**src/rtl/matrix_stream_io.sv**
```systemverilog
// Streaming load/unload wrapper for the matrix_dot_product core: gathers A then B
// from a valid/ready input stream and returns the captured result on an output stream.
module matrix_stream_io #(
   parameter int M1     = 2,
   parameter int N1     = 2,
   parameter int N2     = 2,
   parameter int DATA_W = 32,
   parameter int LAT    = 1
) (
   input  logic                      clk,
   input  logic                      rst,
   input  logic [DATA_W-1:0]         in_data,
   input  logic                      in_valid,
   output logic                      in_ready,
   output logic [M1*N1*DATA_W-1:0]   mat_a,
   output logic [N1*N2*DATA_W-1:0]   mat_b,
   input  logic [M1*N2*DATA_W-1:0]   res,
   output logic [DATA_W-1:0]         out_data,
   output logic                      out_valid,
   input  logic                      out_ready,
   output logic                      out_last,
   output logic                      busy
);

   localparam int NA     = M1 * N1;
   localparam int NB     = N1 * N2;
   localparam int NR     = M1 * N2;
   localparam int NAB    = (NA > NB) ? NA : NB;
   localparam int NMAX   = (NAB > NR) ? NAB : NR;
   localparam int IDX_W  = $clog2(NMAX) + 1;
   localparam int WCNT_W = $clog2(LAT) + 1;

   localparam logic [IDX_W-1:0]  A_LAST = IDX_W'(NA - 1);
   localparam logic [IDX_W-1:0]  B_LAST = IDX_W'(NB - 1);
   localparam logic [IDX_W-1:0]  R_LAST = IDX_W'(NR - 1);
   localparam logic [WCNT_W-1:0] W_LAST = WCNT_W'(LAT - 1);

   typedef enum logic [1:0] {LOAD_A, LOAD_B, WAIT, SEND} state_t;

   state_t                   state;
   state_t                   next_state;
   logic [IDX_W-1:0]         idx;
   logic [IDX_W-1:0]         idx_nxt;
   logic [WCNT_W-1:0]        wcnt;
   logic [M1*N2*DATA_W-1:0]  res_buf;
   logic                     in_xfer;
   logic                     out_xfer;

   assign idx_nxt  = idx + 1'b1;
   assign in_xfer  = in_valid && in_ready;
   assign out_xfer = out_valid && out_ready;

   always_ff @(posedge clk) begin
      if (rst) state <= LOAD_A;
      else     state <= next_state;
   end

   // Handshake strobes are pure state decodes; in_ready is also masked by rst
   // so nothing is offered while the block is being held in reset.
   always_comb begin
      next_state = state;
      in_ready   = 1'b0;
      out_valid  = 1'b0;
      out_last   = 1'b0;
      busy       = 1'b0;
      case (state)
         LOAD_A: begin
            in_ready = !rst;
            if (in_xfer && idx == A_LAST) next_state = LOAD_B;
         end
         LOAD_B: begin
            in_ready = !rst;
            if (in_xfer && idx == B_LAST) next_state = WAIT;
         end
         WAIT: begin
            busy = 1'b1;
            if (wcnt == W_LAST) next_state = SEND;
         end
         SEND: begin
            busy      = 1'b1;
            out_valid = 1'b1;
            out_last  = (idx == R_LAST);
            if (out_xfer && out_last) next_state = LOAD_A;
         end
         default: next_state = LOAD_A;
      endcase
   end

   // out_data is preloaded with element 0 when the result is captured, then
   // advanced one element per accepted transfer, so SEND never shows a stale value.
   always_ff @(posedge clk) begin
      if (rst) begin
         idx      <= '0;
         wcnt     <= '0;
         mat_a    <= '0;
         mat_b    <= '0;
         res_buf  <= '0;
         out_data <= '0;
      end else begin
         case (state)
            LOAD_A: begin
               if (in_xfer) begin
                  mat_a[idx*DATA_W +: DATA_W] <= in_data;
                  idx <= (idx == A_LAST) ? '0 : idx_nxt;
               end
            end
            LOAD_B: begin
               if (in_xfer) begin
                  mat_b[idx*DATA_W +: DATA_W] <= in_data;
                  if (idx == B_LAST) begin
                     idx  <= '0;
                     wcnt <= '0;
                  end else begin
                     idx <= idx_nxt;
                  end
               end
            end
            WAIT: begin
               wcnt <= wcnt + 1'b1;
               if (wcnt == W_LAST) begin
                  res_buf  <= res;
                  out_data <= res[DATA_W-1:0];
                  idx      <= '0;
               end
            end
            SEND: begin
               if (out_xfer) begin
                  if (idx == R_LAST) begin
                     idx <= '0;
                  end else begin
                     idx      <= idx_nxt;
                     out_data <= res_buf[idx_nxt*DATA_W +: DATA_W];
                  end
               end
            end
            default: idx <= '0;
         endcase
      end
   end

endmodule

```
**config.mk**
```make
export PLATFORM = sky130hd
export DESIGN_NAME = matrix_stream_io
export DESIGN_NICKNAME = d
export VERILOG_FILES = /design/src/rtl/matrix_stream_io.sv
export SDC_FILE = /design/constraint.sdc
export NUM_CORES = 1
export LEC_CHECK = 0
export ABC_CLOCK_PERIOD_IN_PS = 3100
export BUFFER_PORTS_ARGS = -buffer_cell sky130_fd_sc_hd__buf_2
export CAP_MARGIN = 15
export CORE_ASPECT_RATIO = 0.5
export CORE_MARGIN = 4
export CORE_UTILIZATION = 53
export CTS_CLUSTER_SIZE = 16
export DETAILED_ROUTE_END_ITERATION = 10
export PLACE_DENSITY = 0.81
export SYNTH_ARGS = -nofsm -noshare
export SYNTH_HDL_FRONTEND = slang
export SYNTH_SLANG_ARGS = --single-unit
export TNS_END_PERCENT = 1
```
**constraint.sdc**
```tcl
create_clock -name clk -period 3.1 [get_ports clk]
set_input_delay 0.62 -clock clk [delete_from_list [all_inputs] [get_ports clk]]
set_output_delay 0.62 -clock clk [all_outputs]
set_load 0.02 [all_outputs]
```
==> results of run 1 <==
cell usage after synthesis, types with 7 or more instances:
cell	number
clkbuf_1	135
inv_1	8
a21oi_1	354
nand2_1	517
ha_1	12
and4_1	8
a2111oi_2	30
o21ai_0	32
nor2_1	103
nand2b_1	34
nand3_1	228
nor3_1	33
buf_1	11
mux2i_1	66
nand4_1	7
dfxtp_1	422
buf_2	52
buf_4	9
through the flow:
stage	instances	cell area [um^2]	total power, uW
global placement	2803	19200	7130
floorplan	2095	16800	6660
CTS	2867	20400	11700
detailed placement	2803	19200	7150
finish	2870	20400	11600
global route	2870	20400	12000
cells in the final DEF (no fill, tap or decap), types with 3 or more instances in the layout:
master	n
nand3_1	228
nor3_1	33
buf_2	454
o21ai_0	32
nand3b_1	4
nand2_1	517
dfxtp_1	422
and4_1	7
nand2b_1	33
a21oi_1	354
diode_2	3
nand4_1	7
a2111oi_2	30
nor2_1	103
ha_1	11
clkinv_2	3
clkbuf_16	37
inv_1	7
mux2i_1	66
buf_12	9
clkbuf_8	5
buf_4	35
clkbuf_1	12
worst paths after layout:
kind                            startpoint     endpoint  slack, ps
worst max register to register      idx[0]    mat_a[14]        320
worst min register to register   mat_b[53]    mat_b[53]        450
worst max-delay path                idx[0]    mat_a[14]        320
worst min-delay path               res[71]  res_buf[71]        320
worst min-delay path, cell delays in order:
cell,delay [ps]
buf_2,100
nand2_1,40
a21oi_1,50
final cells by class:
type	instances	area (um^2)	share of cell area, %
repair buffers	499	2730	13.4
clock buffers	54	1040	5.10
clock inverters	10	133	0.651
diodes	3	7.51	0.0368
multi-input cells	1451	7470	36.6
well taps	423	529	2.60
inverters	8	30.0	0.147
flip-flops and latches	422	8450	41.4
power groups by stage:
stage                     sequential [uW]  clock (uW)  combinational (uW)
after global routing                 5620        4870                1540
after CTS                            5610        4630                1430
after detailed placement             5730           0                1430
after floorplan                      5790           0                 867
after global placement               5720           0                1400
final                                5610        4550                1440
sequential cells by signal, indices dropped and copies added (netlist names):
name      cells
out_data     32
wcnt          1
res_buf     128
mat_b       128
idx           3
mat_a       128
state         2
per-layer routing:
metal	global-route usage, %	up-vias	part of all wire [%]
li1	-	7656	-
met1	37.0	7698	39
met2	48.4	725	48
met3	4.81	173	7.7
met4	14.3	6	5.2
met5	0	-	0.080
cells by family after synthesis:
family	count (synthesis)	share of synthesized area, %
buf+inv	222	5.74
mux	66	3.92
compound gates	424	14.7
flops	422	50.2
fa+ha+maj	12	0.892
simple gates	949	24.5
==> reports/qor.yml, run 1 <==
routedWlPerCell_um: 18.8
synthCells: 2095
wl_mm: 54.0
post_cts_buffers: 0
htreeDepth: 2
ys_top_cells_by_area: "dfxtp_1, nand2_1, a21oi_1, nand3_1, mux2i_1"
maxCapViolCount: 0
skew_ps: 33.5
finalCritPeriodShare_pct: 89.8
ios: 456
async_reset_ff_share_pct: 0
synth_cell_type_count: 40
ys_ff_latch: 422
cpPeakStageDelay_ps: 590
p_sw_uw: 3050
numPortBuffers: 455
peakVddDrop_v: 0.000338
cp.depth: 8
pwr-share-seq_pct: 48.3
antenna_found_initial: 6
tightestPinTransition_ps: 1050
start_util_pct: 54.7
cellLeakagePower_uw: 0.00776
cts_buffer_depth: 3
drive_gt1_share_pct: 24.4
grt_pass1_wl_mm: 82.0
crit_path_end_kind: "register"
ant_nets: 0
hold_violations: 0
worstPathMaxFanout: 42
crit_slowest_cell: "dfxtp_1"
clkSinkCount: 422
yosys.area.top_type: "dfxtp_1"
track_usage_pct: 29.1
syn_avg_cell_area_um2: 8.03
setup_tns_ps: 0
post_cts_resized: 0
ctsHoldBuffers: 0
drv_slew: 0
initialDrtViolationCount: 1733
critPathLaunchType: "register"
core_area_um2: 30800
detail_route.vias_per_cell: 5.66
num-nets-final: 2595
std_cell_rows: 45
cts_buffers: 37
hold_path.class: "primary input to register"
syn_nets: 2271
clk_latency_ps: 550
combPwrFrac_pct: 12.4
globalplace.congestion: 0.852
rsz0062_at_grt: "no"
r2r_cells: 8
dp_slack_ps: 371
setup_viol_count_final: 0
cp_top_family: "simple AND/OR/NAND/NOR gates"
whs_ps: 325
critPathKind: "register to register"
crit_chain: "inv_1, ha_4, ha_1, nor3b_1, and4_2, buf_4, nand3_1, o21ai_0"
slew-limit-headroom_pct: 30.1
hold_depth: 3
die_w_um: 260
synth_top_area_share_pct: 50.2
dp_hpwl_mm: 35.3
drc: 0
die_area_um2: 34800
drt-pass1-iter-count: 5
die_h_um: 134
cp_num_buf_inv: 2
min_period_ps: 2780
ys_seq_area_share_pct: 50.2
grt_max_degree: 128
status: "complete, no violations"
worstPathArrival_ps: 3220
clkSlewWorstSetupHoldPaths_ps: 70
root_buffer: "clkbuf_16"
powerDensity_nw_per_um2: 569
swShare_pct: 26.3
worstPathRequired_ps: 3540
yosys_warnings: 0
vias: 16300
cts_tree: "built"
fill_cells: 2661
netlist_area_um2: 16800
synthToLayoutAreaGrowth_pct: 21.1
fmax_ghz: 0.359
synthFlopType: "dfxtp_1"
grt_pass1_vias: 14800
clkPwrFrac_pct: 39.2
synth-edff-count: 0
p_int_uw: 8550
final_util_pct: 66.2
timing.final.ws_setup_ps: 315
grt_overflow: 0
(Power assumes the default switching activity.)
==> run 2: changes to the inputs <==
--- a/config.mk
+++ b/config.mk
@@ -13,7 +13,7 @@
 export CORE_UTILIZATION = 53
 export CTS_CLUSTER_SIZE = 16
 export DETAILED_ROUTE_END_ITERATION = 10
-export PLACE_DENSITY = 0.81
+export PLACE_DENSITY = 0.83
 export SYNTH_ARGS = -nofsm -noshare
 export SYNTH_HDL_FRONTEND = slang
 export SYNTH_SLANG_ARGS = --single-unit
==> run 2 against run 1 <==
  * Total power up 2.0%
  * Via count down 0.46%
  * Register-to-register slack about the same
  * Utilization up 0.20 points
  * Final cell count about the same
  * Sequential share of layout area down 0.13 points
  * Fmax down 0.23%
==> reports/qor.yml, run 2 (same netlist as run 1, synthesis figures left out) <==
std_cell_rows: 45  # unchanged
p_sw_uw: 3030  # -0.68%
hold_violations: 0  # unchanged
worstPathMaxFanout: 42  # unchanged
top_regs: "mat_a (128), mat_b (128), res_buf (128)"
core_area_um2: 30800  # unchanged
cts_buffer_depth: 3  # unchanged
die_area_um2: 34800  # unchanged
swShare_pct: 25.6  # -0.69 points
start_util_pct: 54.7  # unchanged
fmax_ghz: 0.358  # -0.23%
clkSlewWorstSetupHoldPaths_ps: 70  # about the same
dp.cells: 2802  # -0.036%
ctsHoldBuffers: 0  # unchanged
clkPwrFrac_pct: 40.7  # +1.5 points
numPortBuffers: 455  # unchanged
drive_gt1_share_pct: 24.5  # +0.14 points
grt_overflow: 0  # unchanged
skew_ps: 15.8  # -17.7 ps
final_util_pct: 66.4  # +0.20 points
ff_latch_area_um2: 8450  # unchanged
layout_common_cells: "nand2_1, buf_2, dfxtp_1"
cp_top_family: "simple AND/OR/NAND/NOR gates"
crit_path_end_kind: "register"
layout.cells.non_filler: 2872  # +0.070%
cts_tree: "built"
die_h_um: 134  # unchanged
globalplace.congestion: 0.866  # +1.6%
rr_endpoint: "mat_a[27]"
ant_nets: 0  # unchanged
drt-pass1-iter-count: 5  # unchanged
crit_chain: "inv_1, ha_4, ha_1, nor3b_1, and4_2, buf_4, nand3_1, o21ai_0"
setup_tns_ps: 0  # unchanged
root_buffer: "clkbuf_16"
detail_route.vias_per_cell: 5.63  # -0.53%
rsz0062_at_grt: "no"
die_w_um: 260  # unchanged
min_from: "res[121]"
peakVddDrop_v: 0.000347  # +2.7%
timing.final.ws_setup_ps: 309  # -6.37 ps
critPathKind: "register to register"
dp_slack_ps: 365  # -5.94 ps
drc: 0  # unchanged
maxCapViolCount: 0  # unchanged
r2r_start: "idx[0]"
fill_cells: 2608  # -2.0%
num-nets-final: 2593  # -0.077%
dp_hpwl_mm: 35.3  # -0.15%
vias: 16200  # -0.46%
combPwrFrac_pct: 12.0  # -0.4 points
tightestPinTransition_ps: 920  # -128 ps
post_cts_buffers: 0  # unchanged
r2r_cells: 8  # unchanged
slew-limit-headroom_pct: 38.6  # +8.6 points
worstPathRequired_ps: 3540  # about the same
clkSinkCount: 422  # unchanged
hold_depth: 3  # unchanged
track_usage_pct: 29.2  # +0.083 points
cp_num_buf_inv: 2  # unchanged
powerDensity_nw_per_um2: 579  # +1.7%
final_area_um2: 20400  # +0.31%
finalCritPeriodShare_pct: 90.0  # +0.21 points
worstHoldEndpoint: "res_buf[121]"
clk_latency_ps: 530  # -20 ps
crit_slowest_cell: "dfxtp_1"
pwr-share-seq_pct: 47.4  # -0.9 points
grt_pass1_wl_mm: 81.8  # -0.30%
multi_input_area_um2: 7470  # unchanged
hold_path.class: "primary input to register"
final_common_cell: "nand2_1"
cts_buffers: 36  # -2.7%
cellLeakagePower_uw: 0.00780  # +0.43%
routedWlPerCell_um: 18.9  # +0.38%
grt_max_degree: 200  # +56%
min_period_ps: 2790  # +6.37 ps
placedInstanceArea_um2: 19200  # -0.10%
antenna_found_initial: 6  # unchanged
worstPathArrival_ps: 3240  # +20 ps
reg2reg_slack_ps: 310  # about the same
cpPeakStageDelay_ps: 600  # about the same
drv_slew: 0  # unchanged
synthToLayoutAreaGrowth_pct: 21.5
grt_pass1_vias: 14800  # -0.020%
p_int_uw: 8800  # +2.9%
ios: 456  # unchanged
post_cts_resized: 0  # unchanged
critPathLaunchType: "register"
setup_viol_count_final: 0  # unchanged
wl_mm: 54.2  # +0.45%
initialDrtViolationCount: 1691  # -2.4%
htreeDepth: 2  # unchanged
status: "complete, no violations"
run 2: changes by cell type in the layout (fill, tap and decap cells not counted), moves of 2 or more:
cell	delta
clkbuf_8	+2
bufinv_16	+3
diode_2	+4
clkbuf_1	-5
clkinv_8	-2
run 2: final cells by class:
type | instances | area share (%)
inverter | 8 | 0.147
antenna | 7 | 0.0857
clock buffer | 51 | 5.13
timing repair buffer | 498 | 13.3
multi-input combinational | 1451 | 36.5
tap | 423 | 2.59
sequential | 422 | 41.3
clock inverter | 12 | 0.961
run 2: power by group through the flow:
stage	registers, uW	logic [uW]	clock network (uW)
detailed placement	5730	1400	0
CTS	5600	1410	4860
global route	5610	1510	5070
floorplan	5790	867	0
global placement	5720	1390	0
finish	5600	1420	4810
run 2: how the worst max path moves through the flow:
| stage | startpoint | to | slack (ps) | cells past startpoint |
|---|---|---|---|---|
| floorplan | idx[0] | mat_a[41] | 960 | 10 |
| global placement | idx[0] | mat_a[6] | 550 | 8 |
| detailed placement | idx[0] | mat_a[30] | 360 | 8 |
| CTS | idx[0] | mat_a[27] | 320 | 8 |
| global route | idx[0] | mat_a[28] | 70 | 8 |
| finish | idx[0] | mat_a[27] | 310 | 8 |
run 2: routing by layer:
layer,up-vias,GRT usage [%],wire (um)
met3,168,4.41,4020
li1,7676,-,-
met5,-,0,0
met4,0,14.8,2760
met1,7587,37.4,21200
met2,752,48.3,26200
run 2: stage by stage:
step                hold slack, ps  power [uW]
detailed placement             443        7130
global placement               438        7110
floorplan                      436        6660
CTS                            305       11900
global route                   311       12200
finish                         323       11800
run 2: worst min-delay path, delay by kind of cell:
| kind | cells | cell delay (ps) |
|---|---|---|
| AOI/OAI and AO/OA | 1 | 50 |
| buffers and inverters | 1 | 100 |
| and+or+nand+nor | 1 | 40 |
